File: config.mk
export PLATFORM = sky130hd
export DESIGN_NAME = instr_fetch_queue
export DESIGN_NICKNAME = d
export VERILOG_FILES = /design/src/rtl/instr_fetch_queue_pkg.sv /design/src/rtl/instr_fetch_queue_fifo.sv /design/src/rtl/instr_fetch_queue.sv
export SDC_FILE = /design/constraint.sdc
export NUM_CORES = 1
export LEC_CHECK = 0
export CELL_PAD_IN_SITES_DETAIL_PLACEMENT = 1
export CELL_PAD_IN_SITES_GLOBAL_PLACEMENT = 1
export CORE_UTILIZATION = 55
export DETAILED_ROUTE_END_ITERATION = 6
export DONT_BUFFER_PORTS = 1
export PLACE_DENSITY = 0.9
export SLEW_MARGIN = 10
export SYNTH_ARGS = -nofsm -noshare
export SYNTH_HDL_FRONTEND = slang
export SYNTH_SLANG_ARGS = --single-unit
File: constraint.sdc
create_clock -name clk -period 34 [get_ports clk]
set_input_delay 8.5 -clock clk [delete_from_list [all_inputs] [get_ports clk]]
set_output_delay 8.5 -clock clk [all_outputs]
set_load 0.01 [all_outputs]
File: src/rtl/instr_fetch_queue_pkg.sv
// Shared types and constants for the instruction fetch queue: FSM state,
// PC increment, and the {pc, data} queue entry layout.
package instr_fetch_queue_pkg;

  typedef enum logic {
    FETCH = 1'b0,
    FLUSH = 1'b1
  } fetch_state_e;

  localparam int unsigned PC_INCR   = 4;
  localparam int unsigned FQ_ADDR_W = 32;
  localparam int unsigned FQ_DATA_W = 32;

  typedef struct packed {
    logic [FQ_ADDR_W-1:0] pc;
    logic [FQ_DATA_W-1:0] data;
  } fetch_entry_t;

endpackage

File: src/rtl/instr_fetch_queue_fifo.sv
// Synchronous FIFO for fetched words: registered output (no bypass), flush clears
// pointers, and a full FIFO accepts a push in the same cycle it is popped.
module fetch_fifo #(
  parameter int DEPTH = 4,
  parameter int W     = 64,
  localparam int AW   = $clog2(DEPTH),
  localparam int CW   = AW + 1
) (
  input  logic          clk,
  input  logic          rst,
  input  logic          push_i,
  input  logic [W-1:0]  wdata_i,
  input  logic          pop_i,
  input  logic          flush_i,
  output logic [W-1:0]  rdata_o,
  output logic [CW-1:0] count_o,
  output logic          full_o,
  output logic          empty_o
);

  logic [W-1:0]  mem_q [DEPTH];
  logic [AW-1:0] wr_q, rd_q;
  logic [CW-1:0] cnt_q;
  logic          do_push, do_pop;

  assign full_o  = (cnt_q == CW'(DEPTH));
  assign empty_o = (cnt_q == '0);
  assign count_o = cnt_q;
  assign rdata_o = mem_q[rd_q];

  assign do_pop  = pop_i & ~empty_o;
  assign do_push = push_i & (~full_o | do_pop);

  always_ff @(posedge clk or posedge rst) begin
    if (rst) begin
      wr_q  <= '0;
      rd_q  <= '0;
      cnt_q <= '0;
      for (int i = 0; i < DEPTH; i++) mem_q[i] <= '0;
    end else if (flush_i) begin
      wr_q  <= '0;
      rd_q  <= '0;
      cnt_q <= '0;
    end else begin
      if (do_push) begin
        mem_q[wr_q] <= wdata_i;
        wr_q        <= wr_q + 1'b1;
      end
      if (do_pop) rd_q <= rd_q + 1'b1;
      cnt_q <= cnt_q + CW'(do_push) - CW'(do_pop);
    end
  end

endmodule

File: src/rtl/instr_fetch_queue.sv
// Fetch front-end: owns the PC, issues credit-limited in-order fetches, queues
// returned words with their PC, and handles redirect by flushing and dropping stale
// responses. Define FETCH_PERF_EN to add the stall_cycles starvation counter.
module instr_fetch_queue #(
  parameter int                ADDR_W   = 32,
  parameter int                DATA_W   = 32,
  parameter int                DEPTH    = 4,
  parameter logic [ADDR_W-1:0] RESET_PC = '0
) (
  input  logic              clk,
  input  logic              reset,
  output logic              imem_req_valid,
  output logic [ADDR_W-1:0] imem_req_addr,
  input  logic              imem_req_ready,
  input  logic              imem_rsp_valid,
  input  logic [DATA_W-1:0] imem_rsp_data,
  input  logic              redirect_valid,
  input  logic [ADDR_W-1:0] redirect_pc,
  output logic              instr_valid,
  output logic [DATA_W-1:0] instr_data,
  output logic [ADDR_W-1:0] instr_pc,
  input  logic              instr_ready
`ifdef FETCH_PERF_EN
  ,
  output logic [31:0]       stall_cycles
`endif
);
  import instr_fetch_queue_pkg::*;

  localparam int AW = $clog2(DEPTH);
  localparam int CW = AW + 1;
  localparam int EW = ADDR_W + DATA_W;

  fetch_state_e      state_q, state_d;
  logic [ADDR_W-1:0] pc_q, pc_d;
  logic [ADDR_W-1:0] rsp_pc_q, rsp_pc_d;
  logic [CW-1:0]     out_q, out_d;
  logic [CW-1:0]     drop_q, drop_d;

  logic [CW-1:0]     fifo_cnt;
  logic              fifo_full, fifo_empty;
  logic [EW-1:0]     fifo_rdata;
  logic              fifo_push, fifo_pop;
  logic [CW:0]       credit;
  logic              fire, rsp_keep, rsp_drop;

  // Outstanding requests plus queued words never exceed DEPTH, so responses always fit.
  assign credit         = {1'b0, out_q} + {1'b0, fifo_cnt};
  assign imem_req_valid = ~reset & (state_q == FETCH) & (credit < (CW+1)'(DEPTH));
  assign imem_req_addr  = pc_q;
  assign fire           = imem_req_valid & imem_req_ready;

  assign rsp_drop = imem_rsp_valid & (drop_q != '0);
  assign rsp_keep = imem_rsp_valid & (drop_q == '0);
  assign out_d    = out_q + CW'(fire) - CW'(imem_rsp_valid);

  assign fifo_push = rsp_keep & ~redirect_valid;
  assign fifo_pop  = instr_valid & instr_ready & ~redirect_valid;

  always_comb begin
    state_d  = state_q;
    pc_d     = fire ? pc_q + ADDR_W'(PC_INCR) : pc_q;
    rsp_pc_d = rsp_keep ? rsp_pc_q + ADDR_W'(PC_INCR) : rsp_pc_q;
    drop_d   = drop_q - CW'(rsp_drop);
    if (redirect_valid) begin
      // Everything still in flight after this cycle is stale, including a same-cycle fire.
      pc_d     = redirect_pc;
      rsp_pc_d = redirect_pc;
      drop_d   = out_d;
      state_d  = (out_d != '0) ? FLUSH : FETCH;
    end else if (state_q == FLUSH && drop_d == '0) begin
      state_d = FETCH;
    end
  end

  always_ff @(posedge clk or posedge reset) begin
    if (reset) begin
      state_q  <= FETCH;
      pc_q     <= RESET_PC;
      rsp_pc_q <= RESET_PC;
      out_q    <= '0;
      drop_q   <= '0;
    end else begin
      state_q  <= state_d;
      pc_q     <= pc_d;
      rsp_pc_q <= rsp_pc_d;
      out_q    <= out_d;
      drop_q   <= drop_d;
    end
  end

  fetch_fifo #(
    .DEPTH (DEPTH),
    .W     (EW)
  ) u_fifo (
    .clk     (clk),
    .rst     (reset),
    .push_i  (fifo_push),
    .wdata_i ({rsp_pc_q, imem_rsp_data}),
    .pop_i   (fifo_pop),
    .flush_i (redirect_valid),
    .rdata_o (fifo_rdata),
    .count_o (fifo_cnt),
    .full_o  (fifo_full),
    .empty_o (fifo_empty)
  );

  assign instr_valid = ~fifo_empty;
  assign instr_pc    = fifo_rdata[EW-1:DATA_W];
  assign instr_data  = fifo_rdata[DATA_W-1:0];

  rsp_overflow_a: assert property (@(posedge clk) disable iff (reset)
    !(fifo_push && fifo_full && !fifo_pop));

`ifdef FETCH_PERF_EN
  logic [31:0] stall_q;

  always_ff @(posedge clk or posedge reset) begin
    if (reset) stall_q <= '0;
    else if (instr_ready && !instr_valid && stall_q != '1) stall_q <= stall_q + 32'd1;
  end

  assign stall_cycles = stall_q;
`endif

endmodule

==> results of run 1 <==
==> flip-flops by register name (all words and copies together) (netlist names) <==
register,cells
u_fifo.count_o,3
imem_req_addr,32
u_fifo.mem_q,256
out_q,3
u_fifo.rd_q,2
u_fifo.wr_q,2
drop_q,3
rsp_pc_q,32
state_q,1
==> area by class of cell <==
cell class              instances  share of cell area [%]
diodes                          1                  0.0149
clock buffers                  54                    6.33
clock inverters                12                   0.478
inverters                      22                   0.538
multi-input cells             645                    39.7
flip-flops and latches        334                    49.9
well taps                     372                    2.78
repair buffers                  6                   0.269
==> where the power goes <==
group / internal (mW) / total (mW) / switching [mW] / leakage, nW
clock network: 0.217 / 0.376 / 0.159 / 0.547
logic: 0.149 / 0.293 / 0.144 / 2.48
registers: 0.478 / 0.544 / 0.0662 / 4.36
total: 0.844 / 1.21 / 0.369 / 7.39
==> cells by family (layout without fill, tap and decap cells) <==
kind of cell               Yosys count  count (layout)
muxes                              352             352
adders and majority gates           16              16
xor gates and xnor gates            56              56
AOI/OAI and AO/OA                   50              50
other                                0               1
DFF                                334             334
buffers and inverters               86              94
and+or+nand+nor                    171             171
==> synth_stat cells (9+ instances only) <==
cell / instances / area [sq um]
nand2_1: 29 / 109
nor3_1: 9 / 45.0
mux4_2: 64 / 1440
buf_4: 24 / 180
ha_1: 14 / 175
nand3_1: 26 / 130
buf_1: 9 / 33.8
mux2_2: 285 / 3210
nor2_1: 32 / 120
and3_1: 13 / 81.3
inv_1: 21 / 78.8
nand4_1: 20 / 125
o21ai_0: 13 / 65.1
xnor2_1: 37 / 324
xor2_1: 19 / 166
a21oi_1: 17 / 85.1
clkbuf_1: 22 / 82.6
dfrtp_1: 334 / 8360
==> per-stage QoR <==
step           utilization [%]  area (sq um)  power (mW)  hold slack [ns]
6_report                  61.5         16700        1.21            0.501
5_1_grt                   61.5         16700        1.27            0.518
4_1_cts                   61.4         16700        1.23            0.504
3_5_place_dp              57.2         15600       0.842            0.492
3_3_place_gp              57.2         15600       0.817            0.483
2_1_floorplan                -         15400       0.764            0.475
==> routing by layer <==
metal	GRT usage (%)	part of all wire (%)
met1	34.4	41
met2	47.6	52
met3	6.13	5.9
met4	7.44	1.8
met5	0	0
==> path summary, 6_finish.rpt <==
kind	start	cells past startpoint	to	slack, ns
min in group asynchronous	reset	1	imem_req_addr[26]	7.96
max	reset	1	imem_req_valid	16.69
max reg2reg	u_fifo.count_o[1]	12	state_q	30.25
min	u_fifo.mem_q[95]	1	u_fifo.mem_q[95]	0.50
max in group asynchronous	reset	3	u_fifo.mem_q[157]	23.61
min reg2reg	u_fifo.mem_q[95]	1	u_fifo.mem_q[95]	0.50
==> worst register-to-register path, stage by stage (launching register included) <==
cell     delay, ns
dfrtp_1       0.46
ha_1          0.21
or4_1         0.63
nor4b_4       0.67
inv_1         0.10
ha_1          0.30
inv_1         0.04
ha_1          0.19
fa_1          0.39
xnor2_1       0.15
xnor2_1       0.17
o31ai_1       0.20
o21ai_0       0.11
==> metrics.cfg, run 1 <==
[logic_synthesis]
ys_ff_latch=334
syn_area_per_cell_sq_um=14.5
synth_cells=1065
synth_edf_count=0
synth_nets=1151
synth_warnings=0
synth_cell_types=50
synth_ff_type=dfrtp_1
synth_xor_xnor_area_share_pct=3.18
synth_mux_area_share_pct=30.4
synth-seq-area-share_pct=54.2
synthSimpleGateAreaFrac_pct=6.12
synth_adder_area_share_pct=1.40
ys_async_sr_fraction_pct=100
synth_top_family_by_area=multiplexers
synth_compound_area_share_pct=1.93
netlist_area_sq_um=15400

[cells_and_area]
layout_common_cells=dfrtp_1 (332), mux2_2 (285), mux4_2 (64)
drive_above_1_share_pct=39.8
final_nets=1132
final-instance-count-excl-fill=1446
num-fill-cells=2511
seqCellArea_sq_um=8360
multi_input_area_sq_um=6640
final_common_cell=dfrtp_1
syn_to_final_growth_pct=8.70

[timing]
fmax_mhz=57.8
finalCritPeriodShare_pct=50.9
slew-limit-headroom_pct=24.6
hold_viol=0
finalMaxSlewViolations=0
tightest_slew_ns=1.12
tns_ns=0
skew_ns=0.0256
timing.final.ws_setup_ns=16.69
rsz0062_at_grt=no
setup_viol=0
finalCriticalPeriod_ns=17.31

[route]
wl_per_cell_um=26.0
drc=0
ant_nets=0
num_vias=8982
via_per_inst=6.21
first_pass_iters=4
drt-total-wl_mm=37.6
initialDrtViolationCount=450

[pwr]
powerDensity_nw_per_um2=72.4
ir_drop_v=0.0000354
leakagePower_nw=7.39

[die]
dieHeight_um=169
io_pins=168
start_util_pct=56.5
die_w_um=169
core_sq_um=27300
dieArea_sq_um=28700
std_cell_rows=60

[worst_setup_path]
crit_chain=nor3_1
cp_num_buf_inv=0
crit_path_top_delay_cell=nor3_1
max_stage_delay_ns=0.31
critPathCaptureType=primary output
required_ns=25.50
crit_family=simple AND/OR/NAND/NOR gates
critPathLaunchType=input pin
critPathArrivalTime_ns=8.81
worstPathMaxFanout=5
critPathKind=in2out

[job]
cap_viol_max_count=0

[clocking]
clkTransAtPathRegs_ns=0.06
cts_hold_buf=0
cts_tree=yes
postCtsSetupBuffers=0
h-tree-depth=2
clk_latency_ns=0.52
cts_sinks=334
clockBufferDepth=3
cts-resized-gates=0
cts_made_buffers=37
cts-root-buf=clkbuf_16

[run_status]
outcome=completed

[global_routing]
grt_pass1_wl_mm=60.3
grt_remaining_overflow=0
grt.total_usage_pct=27.3
antenna_found_initial=1
grt_max_degree=105
grt_pass1_vias=10500

[placed_design]
numPortBuffers=0
dp_slack_ns=16.68
post-dp-hpwl_mm=23.3
placed_cells=1379
routabilityCongestion=0.790

[min_path]
worstHoldPathType=reg2reg

Note: power is estimated with default switching activity, not from simulation.
==> run 2, diff against run 1 <==
Settings changed: CORE_UTILIZATION 55 to 48, PLACE_DENSITY 0.9 to 0.84.
Clock period 34 ns to 15.1 ns, I/O delays scaled along.
==> metrics.cfg, run 2 (synthesized netlist as in run 1, its figures left out) <==
[timing]
rsz0062_at_grt=no
slew-limit-headroom_pct=22.7
setup_viol=0
finalMaxSlewViolations=0
tns_ns=0
finalCriticalPeriod_ns=7.88
fmax_mhz=127
tightest_slew_ns=1.15
hold_viol=0
finalCritPeriodShare_pct=52.2
skew_ns=0.0107

[worst_setup_path]
max_stage_delay_ns=0.33
required_ns=11.32
crit_family=simple AND/OR/NAND/NOR gates
critPathArrivalTime_ns=4.11
crit_chain=nor3_1
worstPathMaxFanout=5
critPathCaptureType=primary output
critPathLaunchType=input pin
cp_num_buf_inv=0
critPathKind=in2out
crit_path_top_delay_cell=nor3_1

[pwr]
p_switching_mw=0.821
pwr-share-comb_pct=22.9
power_frac_seq_pct=43.9
leakagePower_nw=7.45
internal-power_mw=1.96
clkPwrFrac_pct=33.1
powerDensity_nw_per_um2=165
ir_drop_v=0.0000850
swShare_pct=29.5

[cells_and_area]
final_common_cell=dfrtp_1
largest_reg_flops=256
largest_register=u_fifo.mem_q
num-fill-cells=3021
fin_util_pct=53.6
final_nets=1133
syn_to_final_growth_pct=9.68
stdcell_area_sq_um=16900
drive_above_1_share_pct=40.1
layout_common_cells=dfrtp_1 (332), mux2_2 (285), mux4_2 (64)

[die]
core_sq_um=31600
dieHeight_um=181
die_w_um=181
start_util_pct=48.8
io_pins=168
dieArea_sq_um=32800
std_cell_rows=65

[clocking]
cts-resized-gates=0
cts_sinks=334
postCtsSetupBuffers=0
cts-root-buf=clkbuf_16
h-tree-depth=2
clk_latency_ns=0.52
cts_hold_buf=0
clockBufferDepth=3
cts_tree=yes
cts_made_buffers=38
clkTransAtPathRegs_ns=0.06

[global_routing]
grt_pass1_wl_mm=57.1
grt.total_usage_pct=22.2
antenna_found_initial=1
grt_pass1_vias=9970
grt_remaining_overflow=0
grt_max_degree=114

[route]
first_pass_iters=4
drt-total-wl_mm=35.0
wl_per_cell_um=23.7
via_per_inst=5.96
num_vias=8796
ant_nets=0
initialDrtViolationCount=443
drc=0

[job]
cap_viol_max_count=0

[min_path]
worstHoldPathType=reg2reg

[placed_design]
post-dp-hpwl_mm=21.7
routabilityCongestion=0.786
place_area_sq_um=15600
numPortBuffers=0

[run_status]
outcome=completed

==> run 2: changes by cell type in the layout (fill, tap and decap cells not counted), sizes merged <==
cell      previous run  this run
clkbuf              54        51
inv                 24        23
clkinv               5         8
bufinv               0         3
clkinvlp             5         4
==> run 2: metal layers <==
metal / wire [um] / GRT usage (%) / share of wire (%) / up-vias
li1: - / - / - / 3847
met2: 17000 / 36.7 / 49 / 233
met3: 2300 / 6.09 / 6.6 / 58
met1: 14900 / 28.6 / 43 / 4658
met5: 0 / 0 / 0 / -
met4: 759 / 6.20 / 2.2 / 0
==> run 2: path summary, 6_finish.rpt <==
| kind | startpoint | endpoint | slack (ns) | cells after the start |
|---|---|---|---|---|
| worst max-delay path | reset | imem_req_valid | 7.22 | 1 |
| worst min-delay path | u_fifo.mem_q[7] | u_fifo.mem_q[7] | 0.50 | 1 |
| worst max register to register | u_fifo.count_o[1] | state_q | 11.24 | 12 |
| worst min register to register | u_fifo.mem_q[7] | u_fifo.mem_q[7] | 0.50 | 1 |
| max in group asynchronous | reset | u_fifo.mem_q[173] | 9.50 | 3 |
| min in group asynchronous | reset | imem_req_addr[24] | 3.24 | 1 |
==> run 2: layout make-up <==
cell class	instances	area (sq um)	share of cell area, %
Sequential cell	334	8370	49.5
Multi-Input combinational cell	645	6640	39.3
Clock buffer	51	1080	6.40
Tap cell	402	503	2.98
Clock inverter	16	176	1.04
Inverter	22	90.1	0.533
Timing Repair Buffer	6	45.0	0.267
Antenna cell	1	2.50	0.0148
==> run 2: power groups by stage <==
stage / Clock (mW) / Combinational (mW) / Sequential (mW)
final: 0.923 / 0.639 / 1.22
after global routing: 0.982 / 0.695 / 1.25
after CTS: 0.951 / 0.654 / 1.23
after detailed placement: 0 / 0.651 / 1.24
after global placement: 0 / 0.623 / 1.22
after floorplan: 0 / 0.553 / 1.17
==> run 2: worst register-to-register path, cell delays in order (launching register included) <==
cell and delay, ns:
dfrtp_1 0.46, ha_1 0.21, or4_1 0.65, nor4b_4 0.70
inv_1 0.12, ha_1 0.30, inv_1 0.04, ha_1 0.19
fa_1 0.38, xnor2_1 0.15, xnor2_1 0.16, o31ai_1 0.21
o21ai_0 0.15
==> run 2: through the flow <==
step	hold slack (ns)	total power [mW]	cells	setup WS, ns
4_1_cts	0.505	2.83	1476	7.21
6_report	0.502	2.79	1477	7.22
3_3_place_gp	0.484	1.85	1409	7.21
3_5_place_dp	0.491	1.89	1409	7.21
5_1_grt	0.513	2.93	1477	7.17
2_1_floorplan	0.475	1.72	1065	2.07
==> run 3, diff against run 2 <==
Settings changed: CORE_UTILIZATION 48 to 53, PLACE_DENSITY 0.84 to 0.88.
Clock period 15.1 ns to 7.51 ns, I/O delays scaled along.
==> metrics.cfg, run 3 (synthesized netlist as in run 1, its figures left out) <==
[worst_setup_path]
crit_family=flip-flops
crit_path_top_delay_cell=dfrtp_4
critPathKind=reg2out
critPathLaunchType=register
crit_chain=buf_4, mux4_2
max_stage_delay_ns=0.96
critPathCaptureType=primary output
required_ns=5.63
critPathArrivalTime_ns=2.81
worstPathMaxFanout=39
cp_num_buf_inv=1

[cells_and_area]
largest_register=u_fifo.mem_q
largest_reg_flops=256
drive_above_1_share_pct=39.8
final_common_cell=dfrtp_1
final_nets=1133
n_antenna_cell=0
layout_common_cells=dfrtp_1 (332), mux2_2 (285), mux4_2 (64)
syn_to_final_growth_pct=8.84

[route]
drc=0
initialDrtViolationCount=542
ant_nets=0
first_pass_iters=4
drt-total-wl_mm=37.4
num_vias=8917
wl_per_cell_um=25.7
via_per_inst=6.14

[timing]
skew_ns=0.0196
timing.final.ws_setup_ns=2.82
slew-limit-headroom_pct=31.6
rsz0062_at_grt=no
finalCritPeriodShare_pct=62.4
finalCriticalPeriod_ns=4.69
setup_viol=0
fmax_mhz=213
tightest_slew_ns=1.03
tns_ns=0
hold_ws_ns=0.501
finalMaxSlewViolations=0
hold_viol=0

[clocking]
cts-root-buf=clkbuf_16
cts-resized-gates=0
postCtsSetupBuffers=0
cts_made_buffers=37
clkTransAtPathRegs_ns=0.06
h-tree-depth=2
cts_sinks=334
cts_tree=yes
clk_latency_ns=0.52
clockBufferDepth=3
cts_hold_buf=0

[global_routing]
grt_remaining_overflow=0
grt_max_degree=155
antenna_found_initial=0
grt_pass1_vias=10400
grt_pass1_wl_mm=61.1
grt.total_usage_pct=26.3

[pwr]
powerDensity_nw_per_um2=330
ir_drop_v=0.000160
leakagePower_nw=7.41

[die]
die_w_um=173
io_pins=168
std_cell_rows=62
start_util_pct=53.8
dieHeight_um=173
dieArea_sq_um=29800
core_sq_um=28600

[placed_design]
routabilityCongestion=0.803
post-dp-hpwl_mm=23.6
numPortBuffers=0
dp_slack_ns=2.97

[run_status]
outcome=completed

[job]
cap_viol_max_count=0

[min_path]
worstHoldPathType=reg2reg

[run 3: metal layers]
layer	GRT usage (%)	part of all wire, %	vias to the layer above
met3	5.50	5.8	59
li1	-	-	3834
met2	45.0	51	246
met5	0	0	-
met1	34.2	41	4778
met4	6.47	1.8	0
[run 3: where the power goes]
group | total, mW | switching (mW) | internal [mW]
Sequential | 2.50 | 0.337 | 2.16
Combinational | 1.31 | 0.632 | 0.676
Clock | 1.72 | 0.715 | 1.01
[run 3: final cells by class]
class,instances,area (sq um)
Tap cell,384,480
Inverter,22,86.3
Multi-Input combinational cell,645,6640
Clock buffer,50,1050
Timing Repair Buffer,7,65.1
Fill cell,2646,11900
Sequential cell,334,8360
Clock inverter,11,93.8
[run 3: final timing paths]
path | from | endpoint | slack, ns | cells after the start
min in group asynchronous | reset | imem_req_addr[17] | 1.42 | 1
min reg2reg | u_fifo.mem_q[89] | u_fifo.mem_q[89] | 0.50 | 1
max | u_fifo.rd_q[0] | instr_pc[13] | 2.82 | 2
max in group asynchronous | reset | u_fifo.mem_q[169] | 4.56 | 2
min | u_fifo.mem_q[89] | u_fifo.mem_q[89] | 0.50 | 1
max reg2reg | u_fifo.count_o[1] | state_q | 3.64 | 12
[run 3: stage by stage]
stage / utilization [%] / cells / area (sq um) / power [mW]
floorplan: - / 1065 / 15400 / 3.46
global placement: 54.6 / 1392 / 15600 / 3.72
detailed placement: 54.6 / 1392 / 15600 / 3.83
CTS: 58.6 / 1453 / 16800 / 5.59
global route: 58.6 / 1453 / 16800 / 5.79
finish: 58.6 / 1453 / 16800 / 5.53
[run 3: worst register-to-register path, delay by kind of cell, from the launching register on]
family | cells | cell delay (ns)
AND/OR/NAND/NOR | 2 | 1.31
XOR/XNOR | 2 | 0.33
buffers and inverters | 2 | 0.16
adder cells (fa/ha/maj) | 4 | 1.13
flip-flops | 1 | 0.47
AO/OA/AOI/OAI | 2 | 0.35
